### src/rtl/mips_pkg.sv
// Shared encodings for the MIPS R2000 execute stage: ALU op classes, R-type funct codes
// and the multiply/divide sequencer states.
package mips_pkg;

  localparam logic [1:0] ALU_ADD   = 2'b00;
  localparam logic [1:0] ALU_SUB   = 2'b01;
  localparam logic [1:0] ALU_RTYPE = 2'b10;
  localparam logic [1:0] ALU_RSVD  = 2'b11;

  localparam logic [5:0] F_SLL   = 6'h00;
  localparam logic [5:0] F_SRL   = 6'h02;
  localparam logic [5:0] F_SRA   = 6'h03;
  localparam logic [5:0] F_MFHI  = 6'h10;
  localparam logic [5:0] F_MFLO  = 6'h12;
  localparam logic [5:0] F_MULT  = 6'h18;
  localparam logic [5:0] F_MULTU = 6'h19;
  localparam logic [5:0] F_DIV   = 6'h1A;
  localparam logic [5:0] F_DIVU  = 6'h1B;
  localparam logic [5:0] F_ADD   = 6'h20;
  localparam logic [5:0] F_ADDU  = 6'h21;
  localparam logic [5:0] F_SUB   = 6'h22;
  localparam logic [5:0] F_SUBU  = 6'h23;
  localparam logic [5:0] F_AND   = 6'h24;
  localparam logic [5:0] F_OR    = 6'h25;
  localparam logic [5:0] F_XOR   = 6'h26;
  localparam logic [5:0] F_NOR   = 6'h27;
  localparam logic [5:0] F_SLT   = 6'h2A;
  localparam logic [5:0] F_SLTU  = 6'h2B;

  typedef enum logic [1:0] {IDLE, MUL, DIV, SIGN} md_state_t;

  // mult, multu, div, divu occupy funct 0x18..0x1B
  function automatic logic is_md_funct(input logic [5:0] f);
    return (f[5:2] == 4'b0110);
  endfunction

endpackage

### src/rtl/muldiv_unit.sv
// Iterative HI/LO multiply/divide: operands are latched as magnitudes, one result bit is
// produced per cycle (shift-add or restoring division), then a single cycle fixes signs.
module muldiv_unit
  import mips_pkg::*;
#(
  parameter int MD_ITER = 32
) (
  input  logic        clk,
  input  logic        rst,
  input  logic        start,
  input  logic [1:0]  op,      // {div, unsigned}
  input  logic [31:0] a,
  input  logic [31:0] b,
  output logic        busy,
  output logic [31:0] hi,
  output logic [31:0] lo
);

  localparam int CNT_W = (MD_ITER > 1) ? $clog2(MD_ITER) : 1;

  md_state_t          state, state_nxt;
  logic [CNT_W-1:0]   cnt;
  logic [63:0]        acc;
  logic [31:0]        mag_a, mag_b;
  logic               a_neg, b_neg, is_div;

  logic               sgn_in;
  logic [31:0]        mag_a_in, mag_b_in;
  logic [32:0]        mul_sum, div_trial;
  logic [63:0]        mul_step, div_step, prod;
  logic [31:0]        quo, rem, hi_res, lo_res;

  assign sgn_in   = ~op[0];
  assign mag_a_in = (sgn_in & a[31]) ? -a : a;
  assign mag_b_in = (sgn_in & b[31]) ? -b : b;

  assign mul_sum  = {1'b0, acc[63:32]} + {1'b0, (acc[0] ? mag_b : 32'd0)};
  assign mul_step = {mul_sum, acc[31:1]};
  // Upper 33 bits of the shifted {remainder, dividend} pair against the divisor
  assign div_trial = acc[63:31] - {1'b0, mag_b};
  assign div_step  = div_trial[32] ? {acc[62:0], 1'b0} : {div_trial[31:0], acc[30:0], 1'b1};

  always_comb begin
    prod   = (a_neg ^ b_neg) ? -acc : acc;
    quo    = (a_neg ^ b_neg) ? -acc[31:0] : acc[31:0];
    rem    = a_neg ? -acc[63:32] : acc[63:32];
    hi_res = prod[63:32];
    lo_res = prod[31:0];
    if (is_div) begin
      hi_res = rem;
      // A zero divisor leaves the dividend magnitude as remainder; only LO needs forcing
      lo_res = (mag_b == 32'd0) ? 32'hFFFF_FFFF : quo;
    end
  end

  always_ff @(posedge clk) begin
    if (start) begin
      mag_a  <= mag_a_in;
      mag_b  <= mag_b_in;
      a_neg  <= sgn_in & a[31];
      b_neg  <= sgn_in & b[31];
      is_div <= op[1];
      acc    <= {32'd0, mag_a_in};
    end else if (state == MUL) begin
      acc <= mul_step;
    end else if (state == DIV) begin
      acc <= div_step;
    end
  end

  always_ff @(posedge clk or posedge rst) begin
    if (rst) begin
      state <= IDLE;
      cnt   <= '0;
      hi    <= '0;
      lo    <= '0;
    end else begin
      state <= state_nxt;
      if (start)
        cnt <= CNT_W'(MD_ITER - 1);
      else if (state == MUL || state == DIV)
        cnt <= cnt - CNT_W'(1);
      if (state == SIGN) begin
        hi <= hi_res;
        lo <= lo_res;
      end
    end
  end

  always_comb begin
    state_nxt = state;
    case (state)
      IDLE:     if (start) state_nxt = op[1] ? DIV : MUL;
      MUL, DIV: if (cnt == '0) state_nxt = SIGN;
      SIGN:     state_nxt = IDLE;
      default:  state_nxt = IDLE;
    endcase
  end

  assign busy = (state != IDLE);

endmodule

### src/rtl/ex_stage.sv
// MIPS R2000 execute stage: ALU, branch-target adder, destination mux and EX/MEM register.
// Define MULDIV_EN to build the HI/LO multiply/divide unit and its stall interlock.
module ex_stage
  import mips_pkg::*;
#(
  parameter int MD_ITER = 32
) (
  input  logic        clk,
  input  logic        rst,
  input  logic        valid_EX,
  input  logic [1:0]  wb_EX,
  input  logic [2:0]  m_EX,
  input  logic [1:0]  alu_op,
  input  logic        alu_src,
  input  logic        reg_dst,
  input  logic [31:0] read_data1,
  input  logic [31:0] read_data2,
  input  logic [31:0] sign_ext_imm,
  input  logic [31:0] pc_plus4,
  input  logic [4:0]  rt,
  input  logic [4:0]  rd,
  output logic [1:0]  wb_MEM,
  output logic [2:0]  m,
  output logic        zero,
  output logic [31:0] address_MEM,
  output logic [31:0] write_data_mem,
  output logic [4:0]  reg_MEM,
  output logic [31:0] branch_target,
  output logic        stall
);

  logic signed [31:0] op_a, op_b;
  logic [5:0]         funct;
  logic [4:0]         shamt;
  logic               is_r;
  logic [31:0]        alu_result;
  logic [31:0]        bt_sum;
  logic [4:0]         dest;

  assign op_a   = $signed(read_data1);
  assign op_b   = alu_src ? $signed(sign_ext_imm) : $signed(read_data2);
  assign funct  = sign_ext_imm[5:0];
  assign shamt  = sign_ext_imm[10:6];
  assign is_r   = (alu_op == ALU_RTYPE);
  assign bt_sum = pc_plus4 + {sign_ext_imm[29:0], 2'b00};
  assign dest   = reg_dst ? rd : rt;

`ifdef MULDIV_EN
  logic        md_busy, md_start;
  logic [31:0] hi, lo;

  assign md_start = valid_EX & is_r & is_md_funct(funct) & ~md_busy;
  assign stall    = valid_EX & md_busy & is_r &
                    (is_md_funct(funct) | (funct == F_MFHI) | (funct == F_MFLO));

  muldiv_unit #(.MD_ITER(MD_ITER)) u_muldiv (
    .clk   (clk),
    .rst   (rst),
    .start (md_start),
    .op    (funct[1:0]),
    .a     (read_data1),
    .b     (read_data2),
    .busy  (md_busy),
    .hi    (hi),
    .lo    (lo)
  );
`else
  assign stall = 1'b0;
`endif

  always_comb begin
    alu_result = op_a + op_b;
    if (alu_op == ALU_SUB) begin
      alu_result = op_a - op_b;
    end else if (is_r) begin
      case (funct)
        F_ADD, F_ADDU: alu_result = op_a + op_b;
        F_SUB, F_SUBU: alu_result = op_a - op_b;
        F_AND:         alu_result = op_a & op_b;
        F_OR:          alu_result = op_a | op_b;
        F_XOR:         alu_result = op_a ^ op_b;
        F_NOR:         alu_result = ~(op_a | op_b);
        F_SLT:         alu_result = {31'd0, (op_a < op_b)};
        F_SLTU:        alu_result = {31'd0, ($unsigned(op_a) < $unsigned(op_b))};
        F_SLL:         alu_result = $unsigned(op_b) << shamt;
        F_SRL:         alu_result = $unsigned(op_b) >> shamt;
        F_SRA:         alu_result = op_b >>> shamt;
`ifdef MULDIV_EN
        F_MFHI:        alu_result = hi;
        F_MFLO:        alu_result = lo;
`endif
        default:       alu_result = 32'd0;
      endcase
    end
  end

  // EX -> MEM register boundary; a stalled or invalid slot carries no control
  always_ff @(posedge clk or posedge rst) begin
    if (rst) begin
      wb_MEM         <= '0;
      m              <= '0;
      zero           <= 1'b0;
      address_MEM    <= '0;
      write_data_mem <= '0;
      reg_MEM        <= '0;
      branch_target  <= '0;
    end else begin
      wb_MEM         <= (valid_EX && !stall) ? wb_EX : 2'b00;
      m              <= (valid_EX && !stall) ? m_EX  : 3'b000;
      zero           <= (alu_result == 32'd0);
      address_MEM    <= alu_result;
      write_data_mem <= read_data2;
      reg_MEM        <= dest;
      branch_target  <= bt_sum;
    end
  end

endmodule

### config.mk
export PLATFORM = sky130hd
export DESIGN_NAME = ex_stage
export DESIGN_NICKNAME = d
export VERILOG_FILES = /design/src/rtl/mips_pkg.sv /design/src/rtl/muldiv_unit.sv /design/src/rtl/ex_stage.sv
export SDC_FILE = /design/constraint.sdc
export NUM_CORES = 1
export LEC_CHECK = 0
export ABC_AREA = 1
export BUFFER_PORTS_ARGS = -buffer_cell sky130_fd_sc_hd__buf_2
export CAP_MARGIN = 10
export CORE_MARGIN = 1.5
export CORE_UTILIZATION = 35
export CTS_BUF_LIST = sky130_fd_sc_hd__clkbuf_8
export CTS_CLUSTER_SIZE = 12
export DETAILED_ROUTE_END_ITERATION = 6
export PLACE_DENSITY = 0.56
export SLEW_MARGIN = 40
export SYNTH_ARGS = -nofsm -noshare
export SYNTH_HDL_FRONTEND = slang
export SYNTH_SLANG_ARGS = --single-unit
### constraint.sdc
create_clock -name clk -period 3.6 [get_ports clk]
set_input_delay 0 -clock clk [delete_from_list [all_inputs] [get_ports clk]]
set_output_delay 0 -clock clk [all_outputs]
set_load 0.05 [all_outputs]
==> impl_metrics.ini <==
[clock_network]
clock_path_buffers = 2
htree_levels = 3
numClockSinks = 107
cts_tree = yes
cts-root-buf = clkbuf_8
cts_setup_buffers = 0
numCtsBuffers = 9
clkSlewWorstSetupHoldPaths_ns = 0.13

[synth]
synth_cells = 2928
yosysWarnings = 0
ys_seq_elements = 107
syn_nets = 3206
synth.distinct_cells = 52
synth_edf_count = 0
netlist_area_um2 = 16400
ys_seq_area_frac = 0.163
ys.flop_type = dfrtp_1
synthArstFlopShare = 1.00
avgSynthCellArea_um2 = 5.61

[die]
die_area_um2 = 48200
die_h_um = 220
initial_core_util = 0.354
fp.dieW_um = 220
row_count = 79
boundaryPins = 258
core_area_um2 = 46500

[detailed_routing]
routed_wl_mm = 91.1
dr.pass1.iters = 7
vias = 22200
via_per_inst = 5.38
drc_errors = 4
ant_nets = 0
drt_iter0_markers = 2614
routedWlPerCell_um = 22.1

[placement]
pre_cts_slack_ns = -0.319
io_buffers = 256
gp_congestion = 1.03
placed_area_um2 = 20400
hpwl_mm = 74.9

[run]
cap_violations = 0

[hold_path]
min_path_type = input port to flip-flop
holdPathEnd = branch_target[21]$_DFF_PP0_
worstHoldStart = sign_ext_imm[19]
min_path_cells = 3

[timing]
hold_viol_final = 0
whs_ns = 0.0348
post-route-min-period_ns = 3.42
maxSlewHeadroom = 0.450
slew_violations = 0
tightest_slew_ns = 0.824
fin_ws_ns = 0.181
fin_crit_sh = 0.950
finalSetupViolations = 0
fmax_mhz = 292

[global_route]
overflow = 0
grt_pass1_wl_mm = 133
grt_max_degree = 81
grt_pass1_vias = 21000
antenna_found_initial = 3
grt_use_total = 0.376

[critical_path]
path_max_fanout = 5
crit_buf_inv = 10
arrival_ns = 3.85
path_common_cell = nand2_1
crit_family = simple AND/OR/NAND/NOR gates
cp.required_ns = 4.03
crit_path_start = read_data2[16]
start_kind = input port
max_stage_delay_ns = 0.52
end_kind = flip-flop
worstSetupPathType = input port to flip-flop
cpMaxStageDelayCell = dlygate4sd3_1

[power]
p_per_area_nw_per_um2 = 301
p_total_w = 0.00656
ir_worst_vdd_uv = 243
p_leak_nw = 12.3

[status]
status = complete, but fails checks
violations = DRC

[cells_and_area]
final_cell_mix = nand2_1, nand3_1, inv_1
nFillCells = 5118
final_common_cell = nand2_1
area.sequential_um2 = 2680
fin_nets = 3796
stdcell_area_um2 = 21800
synthToLayoutAreaGrowth_pct = 32.6
drive_above_1_share = 0.198
multiInputGateArea_um2 = 11600
## area by class of cell
cell class,count,area share
Antenna cell,1,0.000115
Clock buffer,9,0.00569
Clock inverter,7,0.00304
Inverter,433,0.0750
Multi-Input combinational cell,2273,0.532
Sequential cell,107,0.123
Tap cell,607,0.0349
Timing Repair Buffer,694,0.226
## Yosys cell counts (all sizes together), types with 4 or more instances
cell,count,share of area
nand2,994,0.23
nand3,457,0.14
inv,426,0.097
nor2,224,0.052
a21oi,125,0.039
ha,125,0.095
o21ai,119,0.037
dfrtp,107,0.16
buf,86,0.033
nand4,41,0.016
xor2,41,0.022
clkbuf,29,0.0068
nor3,29,0.0091
o22ai,18,0.0069
o211ai,17,0.0078
nand3b,11,0.0050
o21bai,10,0.0046
xnor2,10,0.0053
clkinv,7,0.0016
or2,7,0.0027
a31oi,6,0.0023
a21boi,5,0.0023
mux2,5,0.0034
o2111ai,5,0.0027
a211oi,4,0.0018
a21o,4,0.0018
nor4,4,0.0015
## timing repair
| item | in CTS | in global routing |
|---|---|---|
| endpoints found under the hold margin | 153 | 0 |
| gates resized for setup | 0 | 36 |
| hold buffers | 104 | 0 |
| endpoints found under the setup margin | 0 | 1 |
## per-layer routing
metal / track usage / up-vias / share of wire
li1: - / 10500 / -
met1: 0.518 / 10400 / 0.44
met2: 0.575 / 1132 / 0.42
met3: 0.0509 / 161 / 0.084
met4: 0.182 / 2 / 0.048
met5: 0 / - / 0.00048
## how the worst max path moves through the flow
stage | to | slack [ns] | cells past startpoint
6_report | zero$_DFF_PP0_ | 0.18 | 29
5_1_grt | zero$_DFF_PP0_ | -0.009 | 28
4_1_cts | zero$_DFF_PP0_ | 0.1 | 28
3_5_place_dp | zero$_DFF_PP0_ | -0.32 | 30
3_3_place_gp | zero$_DFF_PP0_ | -0.39 | 29
2_1_floorplan | address_MEM[0]$_DFF_PP0_ | 0.78 | 1
## where the power goes
part	internal (W)	total (W)	switching, W
Combinational	0.00142	0.00427	0.00285
Sequential	0.00137	0.00141	0.0000423
Clock	0.000269	0.000883	0.000614
Total	0.00306	0.00656	0.00351
## cell families (layout without fill, tap and decap cells)
| logic type | after synthesis | in the layout | synth area share |
|---|---|---|---|
| and+or+nand+nor | 1770 | 1770 | 0.461 |
| buffers and inverters | 548 | 1143 | 0.139 |
| AOI/OAI and AO/OA | 318 | 318 | 0.108 |
| adders and majority gates | 128 | 128 | 0.0989 |
| DFF | 107 | 107 | 0.163 |
| xor gates and xnor gates | 51 | 51 | 0.0272 |
| muxes | 5 | 5 | 0.00343 |
| other | 1 | 2 | 0.000228 |
## through the flow
stage                     TNS [ns]  instances  utilization
after floorplan                  0       2928            -
after global placement      -0.502       4010        0.440
after detailed placement    -0.334       4010        0.440
after CTS                        0       4130        0.466
after global routing      -0.00950       4131        0.469
final                            0       4131        0.469
## registers in the layout, indices dropped and copies added (netlist names)
name            flops
address_MEM        32
branch_target      32
m                   3
reg_MEM             5
wb_MEM              2
write_data_mem     32
zero                1
Note: power is estimated with default switching activity, not from simulation.
